[config.mk]
export PLATFORM = sky130hd
export DESIGN_NAME = edsac_word_modulator
export DESIGN_NICKNAME = d
export VERILOG_FILES = /design/src/rtl/edsac_word_modulator.sv
export SDC_FILE = /design/constraint.sdc
export NUM_CORES = 1
export LEC_CHECK = 0
export CAP_MARGIN = 20
export CORE_AREA = 2 2 91 93
export DETAILED_ROUTE_END_ITERATION = 8
export DIE_AREA = 0 0 93 95
export GPL_TIMING_DRIVEN = 1
export MAX_ROUTING_LAYER = met4
export SLEW_MARGIN = 20
export SYNTH_ARGS = -nofsm -noshare
export SYNTH_HDL_FRONTEND = slang
export SYNTH_SLANG_ARGS = --single-unit
[constraint.sdc]
create_clock -name clk -period 2.45 [get_ports clk]
set_input_delay 0.245 -clock clk [delete_from_list [all_inputs] [get_ports clk]]
set_output_delay 0.245 -clock clk [all_outputs]
set_load 0.02 [all_outputs]
[src/rtl/edsac_word_modulator.sv]
// Serialises EDSAC words into fixed-length bit slots, gating a half-duty carrier during each burst.
// Every word occupies WORD_WIDTH data slots (MSB first) plus one silent spacing slot.
module edsac_word_modulator #(
    parameter int unsigned WORD_WIDTH    = 35,
    parameter int unsigned LEAD_CYCLES   = 14,
    parameter int unsigned MOD_DIV       = 10,
    parameter int unsigned BURST_PERIODS = 12,
    parameter int unsigned GAP_CYCLES    = 135
) (
    input  logic                  clk,
    input  logic                  rst,
    input  logic [WORD_WIDTH-1:0] word_in,
    input  logic                  word_valid,
    output logic                  word_ready,
    output logic                  out,
    output logic                  busy,
    output logic                  slot_start
);

    localparam int unsigned HALF_DIV = MOD_DIV / 2;
    localparam int unsigned CYC_MAX  = (LEAD_CYCLES > GAP_CYCLES) ? LEAD_CYCLES : GAP_CYCLES;
    localparam int unsigned CYC_W    = (CYC_MAX > 1) ? $clog2(CYC_MAX) : 1;
    localparam int unsigned PH_W     = (MOD_DIV > 1) ? $clog2(MOD_DIV) : 1;
    localparam int unsigned PER_W    = (BURST_PERIODS > 1) ? $clog2(BURST_PERIODS) : 1;
    localparam int unsigned SLOT_W   = $clog2(WORD_WIDTH + 1);
    localparam bit          GAP_ONE  = (GAP_CYCLES == 1);
    localparam int unsigned GAP_PRE  = GAP_ONE ? 0 : GAP_CYCLES - 2;

    typedef enum logic [1:0] {
        S_IDLE  = 2'd0,
        S_LEAD  = 2'd1,
        S_BURST = 2'd2,
        S_GAP   = 2'd3
    } state_t;

    state_t                r_state;
    logic [CYC_W-1:0]      r_cyc;
    logic [PH_W-1:0]       r_phase;
    logic [PER_W-1:0]      r_period;
    logic [SLOT_W-1:0]     r_slot;
    logic [WORD_WIDTH-1:0] r_shift;
    logic                  r_ready;
    logic                  r_out;
    logic                  r_busy;
    logic                  r_slot_start;

    logic                  w_accept;
    logic                  w_bit;
    logic                  w_lead_done;
    logic                  w_phase_wrap;
    logic                  w_burst_done;
    logic                  w_gap_done;
    logic                  w_last_slot;
    logic                  w_ready_set;
    logic [PH_W-1:0]       w_phase_nxt;

    // Ready drops combinationally with rst so it is low for the whole reset and high right after.
    assign word_ready   = r_ready && !rst;
    assign out          = r_out;
    assign busy         = r_busy;
    assign slot_start   = r_slot_start;

    assign w_accept     = word_valid && word_ready;
    assign w_bit        = r_shift[WORD_WIDTH-1];
    assign w_lead_done  = (r_cyc == CYC_W'(LEAD_CYCLES - 1));
    assign w_phase_wrap = (r_phase == PH_W'(MOD_DIV - 1));
    assign w_burst_done = w_phase_wrap && (r_period == PER_W'(BURST_PERIODS - 1));
    assign w_gap_done   = (r_cyc == CYC_W'(GAP_CYCLES - 1));
    assign w_last_slot  = (r_slot == SLOT_W'(WORD_WIDTH));
    assign w_phase_nxt  = w_phase_wrap ? '0 : r_phase + PH_W'(1);

    // Raise ready on the edge that enters the final GAP cycle of the spacing slot.
    assign w_ready_set  = w_last_slot &&
                          (GAP_ONE ? (r_state == S_BURST && w_burst_done)
                                   : (r_state == S_GAP && r_cyc == CYC_W'(GAP_PRE)));

    always_ff @(posedge clk) begin
        if (rst) begin
            r_state      <= S_IDLE;
            r_cyc        <= '0;
            r_phase      <= '0;
            r_period     <= '0;
            r_slot       <= '0;
            r_shift      <= '0;
            r_ready      <= 1'b1;
            r_out        <= 1'b0;
            r_busy       <= 1'b0;
            r_slot_start <= 1'b0;
        end else begin
            r_slot_start <= 1'b0;
            if (w_ready_set) begin
                r_ready <= 1'b1;
            end
            case (r_state)
                S_IDLE: begin
                    if (w_accept) begin
                        r_state      <= S_LEAD;
                        r_shift      <= word_in;
                        r_slot       <= '0;
                        r_cyc        <= '0;
                        r_busy       <= 1'b1;
                        r_slot_start <= 1'b1;
                        r_ready      <= 1'b0;
                    end
                end
                S_LEAD: begin
                    if (w_lead_done) begin
                        r_state  <= S_BURST;
                        r_cyc    <= '0;
                        r_phase  <= '0;
                        r_period <= '0;
                        r_out    <= w_bit;
                    end else begin
                        r_cyc <= r_cyc + CYC_W'(1);
                    end
                end
                S_BURST: begin
                    if (w_burst_done) begin
                        r_state <= S_GAP;
                        r_cyc   <= '0;
                        r_out   <= 1'b0;
                    end else begin
                        r_phase <= w_phase_nxt;
                        if (w_phase_wrap) begin
                            r_period <= r_period + PER_W'(1);
                        end
                        r_out <= w_bit && (w_phase_nxt < PH_W'(HALF_DIV));
                    end
                end
                S_GAP: begin
                    if (!w_gap_done) begin
                        r_cyc <= r_cyc + CYC_W'(1);
                    end else if (!w_last_slot) begin
                        r_state      <= S_LEAD;
                        r_cyc        <= '0;
                        r_slot       <= r_slot + SLOT_W'(1);
                        r_shift      <= r_shift << 1;
                        r_slot_start <= 1'b1;
                    end else if (w_accept) begin
                        r_state      <= S_LEAD;
                        r_shift      <= word_in;
                        r_slot       <= '0;
                        r_cyc        <= '0;
                        r_slot_start <= 1'b1;
                        r_ready      <= 1'b0;
                    end else begin
                        r_state <= S_IDLE;
                        r_cyc   <= '0;
                        r_slot  <= '0;
                        r_shift <= '0;
                        r_busy  <= 1'b0;
                    end
                end
                default: begin
                    r_state <= S_IDLE;
                end
            endcase
        end
    end

endmodule

# == Word-level counts from Yosys, hierarchy flattened ==
# Index checks and enable logic that the tools add are counted.
# classes
add_sub_neg,4
n_lt_le_gt_ge,1
eq_ne,17
mux,45
reduce_logical,17
# ops
cell,count
35-bit 2-to-1 mux,4
35-bit one-hot mux with 2 select lines,1
8-bit 2-to-1 mux,4
8-bit one-hot mux with 4 select lines,1
4-bit 2-to-1 mux,5
6-bit 2-to-1 mux,3
8-bit equality test (second input constant),2
2-bit != test (second input constant),8
4-bit one-hot mux with 2 select lines,2
1-bit 2-to-1 mux,15
6-bit one-hot mux with 2 select lines,1
4-bit by 1-bit adder with 4-bit output (second input constant),2
8-bit by 1-bit adder with 8-bit output (second input constant),1
4-bit equality test (second input constant),2
8-bit by 4-bit equality test with 1-bit output (second input constant),1
2-bit 2-to-1 mux,4
1-bit one-hot mux with 2 select lines,4
2-bit one-hot mux with 4 select lines,1
4-bit AND reduction,2
6-bit by 1-bit adder with 6-bit output (second input constant),1
6-bit equality test (second input constant),1
1-bit logical AND,6
3-bit AND reduction,2
5-bit AND reduction,1
7 further kinds,10
# word_totals
regBits,63
output_inout_bits,4

# == Logic depth before layout (Yosys ltp) ==
# logic_depth
ltp_word,8
ltp_mapped,9
depth_no_buf,7

# == Worst setup path after synthesis ==
# No wires, ideal clock.
# synth_timing
path_kind,register to register
from,reg r_state[0]
to,"reg r_out, in the netlist out"
arrival_time_ns,1.843
required_time_ns,2.385
setup_slack_ns,0.542
stages_incl_launch_ff,10
synth_period_minus_slack_ns,1.908
cell_sequence,dfxtp_1 inv_1 ha_1 clkbuf_1 nor2b_1 a31oi_1 or2_1 buf_6 o41a_1 nor2_1
# synth_between
elab_chain_cells,3
# synth_lines
element,line,source
start: declaration,36,state_t r_state;
start signal: assignment,79,r_state <= S_IDLE;
start signal: assignment,97,r_state <= S_LEAD;
start signal: assignment,108,r_state <= S_BURST;
2-bit by 1-bit equality test with 1-bit output or 2-bit equality test (tied branches),94,case (r_state)
2-bit != test (no source line) or 2-bit nonzero test (tied branches),n/a,
2-bit AND reduction (no source line),n/a,
end signal: assignment,112,r_out <= w_bit;
end signal: assignment,127,r_out <= w_bit && (w_phase_nxt < PH_W'(HALF_DIV));
end: declaration,43,logic r_out;
# Several ways; a longest one is shown, not always the timed one.
# A chain may end at the register's enable or synchronous reset.

# == Worst setup path in the final report ==
# layout_timing
from,reg r_state[0]
to,reg r_slot[0]
# layout_between
elab_chain_cells,3
# layout_lines
element,line,source
2-bit equality test or 2-bit zero test (tied branches),94,
2-bit != test (no source line) or 2-bit nonzero test (tied branches),n/a,
3-bit AND reduction (no source line),n/a,
end signal: assignment,136,r_slot <= r_slot + SLOT_W'(1);
end: declaration,40,logic [SLOT_W-1:0] r_slot;
# Several ways; a longest one is shown, not always the timed one.

==> impl_metrics.tcl <==
set metrics [dict create \
    dp_hpwl_um 4540 \
    cts_setup_buffers 0 \
    io_buffers 41 \
    remaining_drc_errors 0 \
    synth_edf_count 0 \
    min_path_cells 4 \
    cts_htree_levels 3 \
    power_frac_comb_pct 34.0 \
    die_h_um 95 \
    cp.required_ps 2720 \
    synth_nets 438 \
    synth_cell_type_count 45 \
    cts_tree "yes" \
    hold_class "in -> reg" \
    finalNetCount 472 \
    p_sw_share_pct 35.8 \
    synthTopCellsByCount "82 x nand2_1, 63 x dfxtp_1, 45 x nand3_1" \
    p_switching_uw 1310 \
    critPathSlowestCell "dfxtp_1" \
    status "completed" \
    p_total_uw 3660 \
    ir_worst_vdd_v 0.000494 \
    fin_util_pct 47.8 \
    internal_power_uw 2350 \
    clk_pin_slew_ps 70 \
    drt_iter0_markers 122 \
    timing_hold_violations_final 0 \
    dieArea_um2 8840 \
    cts_resized 0 \
    synth_seq_cells 63 \
    fmax_mhz 482 \
    min_period_ps 2070 \
    cts_buffer_depth 2 \
    path_cells "inv_1 > ha_1 > a21oi_1 > nand2_1 > buf_4 > or3_1 > a21oi_1" \
    worstSkewPairLatency_ps 340 \
    tightest_slew_ps 583 \
    tns_ps 0 \
    skew_ps 9.23 \
    core_area_um2 7930 \
    grt_pass1_vias 2760 \
    path_common_cell "a21oi_1" \
    cts_num_sinks 63 \
    routedWlPerCell_um 13.2 \
    clockRootBuffer "clkbuf_8" \
    rr_worst_depth 7 \
    synth_top_area_share_pct 41.2 \
    rsz0062_at_grt "false" \
    dr.pass1.iters 4 \
    path_max_fanout 42 \
    initial_utilization_pct 38.6 \
    power.density_nw_per_um2 965 \
    ant_nets 0 \
    pwr-share-seq_pct 37.9 \
    cts_buffers 9 \
    cts_hold_buf 0 \
    antenna_found_initial 0 \
    fin_hold_ws_ps 390 \
    avgSynthCellArea_um2 7.89 \
    synth_top_area_cell "dfxtp_1" \
    postSynthCellCount 388 \
    drt-total-wl_um 7020 \
    async_reset_ff_share_pct 0 \
    grt-ovfl-total 0 \
    n_antenna_cell 0 \
    vias_per_cell 5.30 \
    crit_type "reg -> reg" \
    rows 33 \
    startpoint_type "register" \
    cap_violations 0 \
    vias 2820 \
    syn_to_final_growth_pct 23.7 \
    synth-main-ff-cell "dfxtp_1" \
    final.period_utilization_pct 84.7 \
    die_x_um 93 \
    grt_use_total_pct 17.7 \
    crit_arrival_ps 2340 \
    grt_pass1_wl_um 12300 \
    syn_area_um2 3060 \
    maxSlewViolCount 0 \
    worst_setup_path_end_kind "register" \
    yosysMostFrequentCell "nand2_1" \
    synthTopCellsByArea "dfxtp_1 41%, nand2_1 10%, nand3_1 7.4%, a31oi_1 7.1%, ha_1 4.9%" \
    place_congestion 0.882 \
    ios 42 \
    ys_seq_area_share_pct 41.2 \
    n_fill_cell 830 \
    grt_max_degree 58 \
    clkPwrFrac_pct 28.1 \
    slew_headroom_pct 61.1 \
    final_layout_size_suffix_gt1_share_pct 6.32 \
    report.final.setup_viol 0 \
    p_leak_uw 0.00135 \
    ys_warn_count 0 \
    critPathMaxStageDelay_ps 380 \
]
power by group through the flow:
stage                     logic [uW]  registers [uW]  clock network [uW]
after floorplan                  876            1390                   0
after global placement          1250            1400                   0
after detailed placement        1260            1400                   0
after CTS                       1260            1390                1040
after global routing            1400            1420                1110
final                           1240            1390                1030
cell usage in the layout (no fill, tap or decap), drive strengths merged, types with 4 or more instances in the layout:
master         instances
nand2                 82
dfxtp                 63
nand3                 45
clkdlybuf4s50         40
a31oi                 35
nor2                  21
a21oi                 17
clkbuf                13
ha                    12
inv                   11
o21ai                 10
buf                    8
xor2                   5
nand3b                 4
and3                   4
nand4                  4
or3                    4
logic make-up after synthesis:
logic type               after synthesis  synth area share [%]
buffers and inverters                 36                  4.98
flip-flops                            63                  41.2
AO/OA/AOI/OAI                         79                  16.5
XOR/XNOR                               7                  2.00
adder cells (fa/ha/maj)               12                  4.90
AND/OR/NAND/NOR                      188                  29.5
multiplexers                           3                 0.980
path summary, 6_finish.rpt:
check,start,endpoint,slack [ps]
setup / recovery,r_state[0],r_slot[0],380
hold / removal,rst,slot_start,390
hold reg to reg,r_slot[1],r_slot[1],480
setup reg to reg,r_state[0],r_slot[0],380
metal layers:
layer / wire length [um] / track usage [%] / share of wire [%]
met2: 3320 / 28.9 / 47
met5: 0 / - / 0
met4: 104 / 7.23 / 1.5
met1: 3280 / 21.0 / 47
met3: 321 / 4.47 / 4.6
per-stage QoR:
step	instances	instance area [um^2]	worst slack, ps
floorplan	388	3060	542
global placement	516	3570	363
detailed placement	516	3570	317
CTS	532	3790	380
global route	532	3790	230
finish	532	3790	376
layout make-up:
| class | count | area (um^2) | area share, % |
|---|---|---|---|
| flip-flops and latches | 63 | 1260 | 33.3 |
| clock inverters | 3 | 65.1 | 1.72 |
| inverters | 11 | 41.3 | 1.09 |
| multi-input cells | 289 | 1650 | 43.5 |
| repair buffers | 48 | 483 | 12.7 |
| clock buffers | 13 | 159 | 4.19 |
| well taps | 105 | 131 | 3.47 |
worst max-delay path, delay by kind of cell (launching register included):
kind / cells / cell delay (ps)
flip-flops: 1 / 380
adder cells (fa/ha/maj): 1 / 350
AND/OR/NAND/NOR: 2 / 490
buffers and inverters: 2 / 390
AO/OA/AOI/OAI: 2 / 380
state kept, by name (all words and copies together), names as in the netlist:
| signal | count |
|---|---|
| r_state | 2 |
| slot_start | 1 |
| r_phase | 4 |
| out | 1 |
| r_period | 4 |
| r_shift | 35 |
| r_cyc | 8 |
| r_ready | 1 |
| r_slot | 6 |
| busy | 1 |
Note: power is estimated with default switching activity, not from simulation.
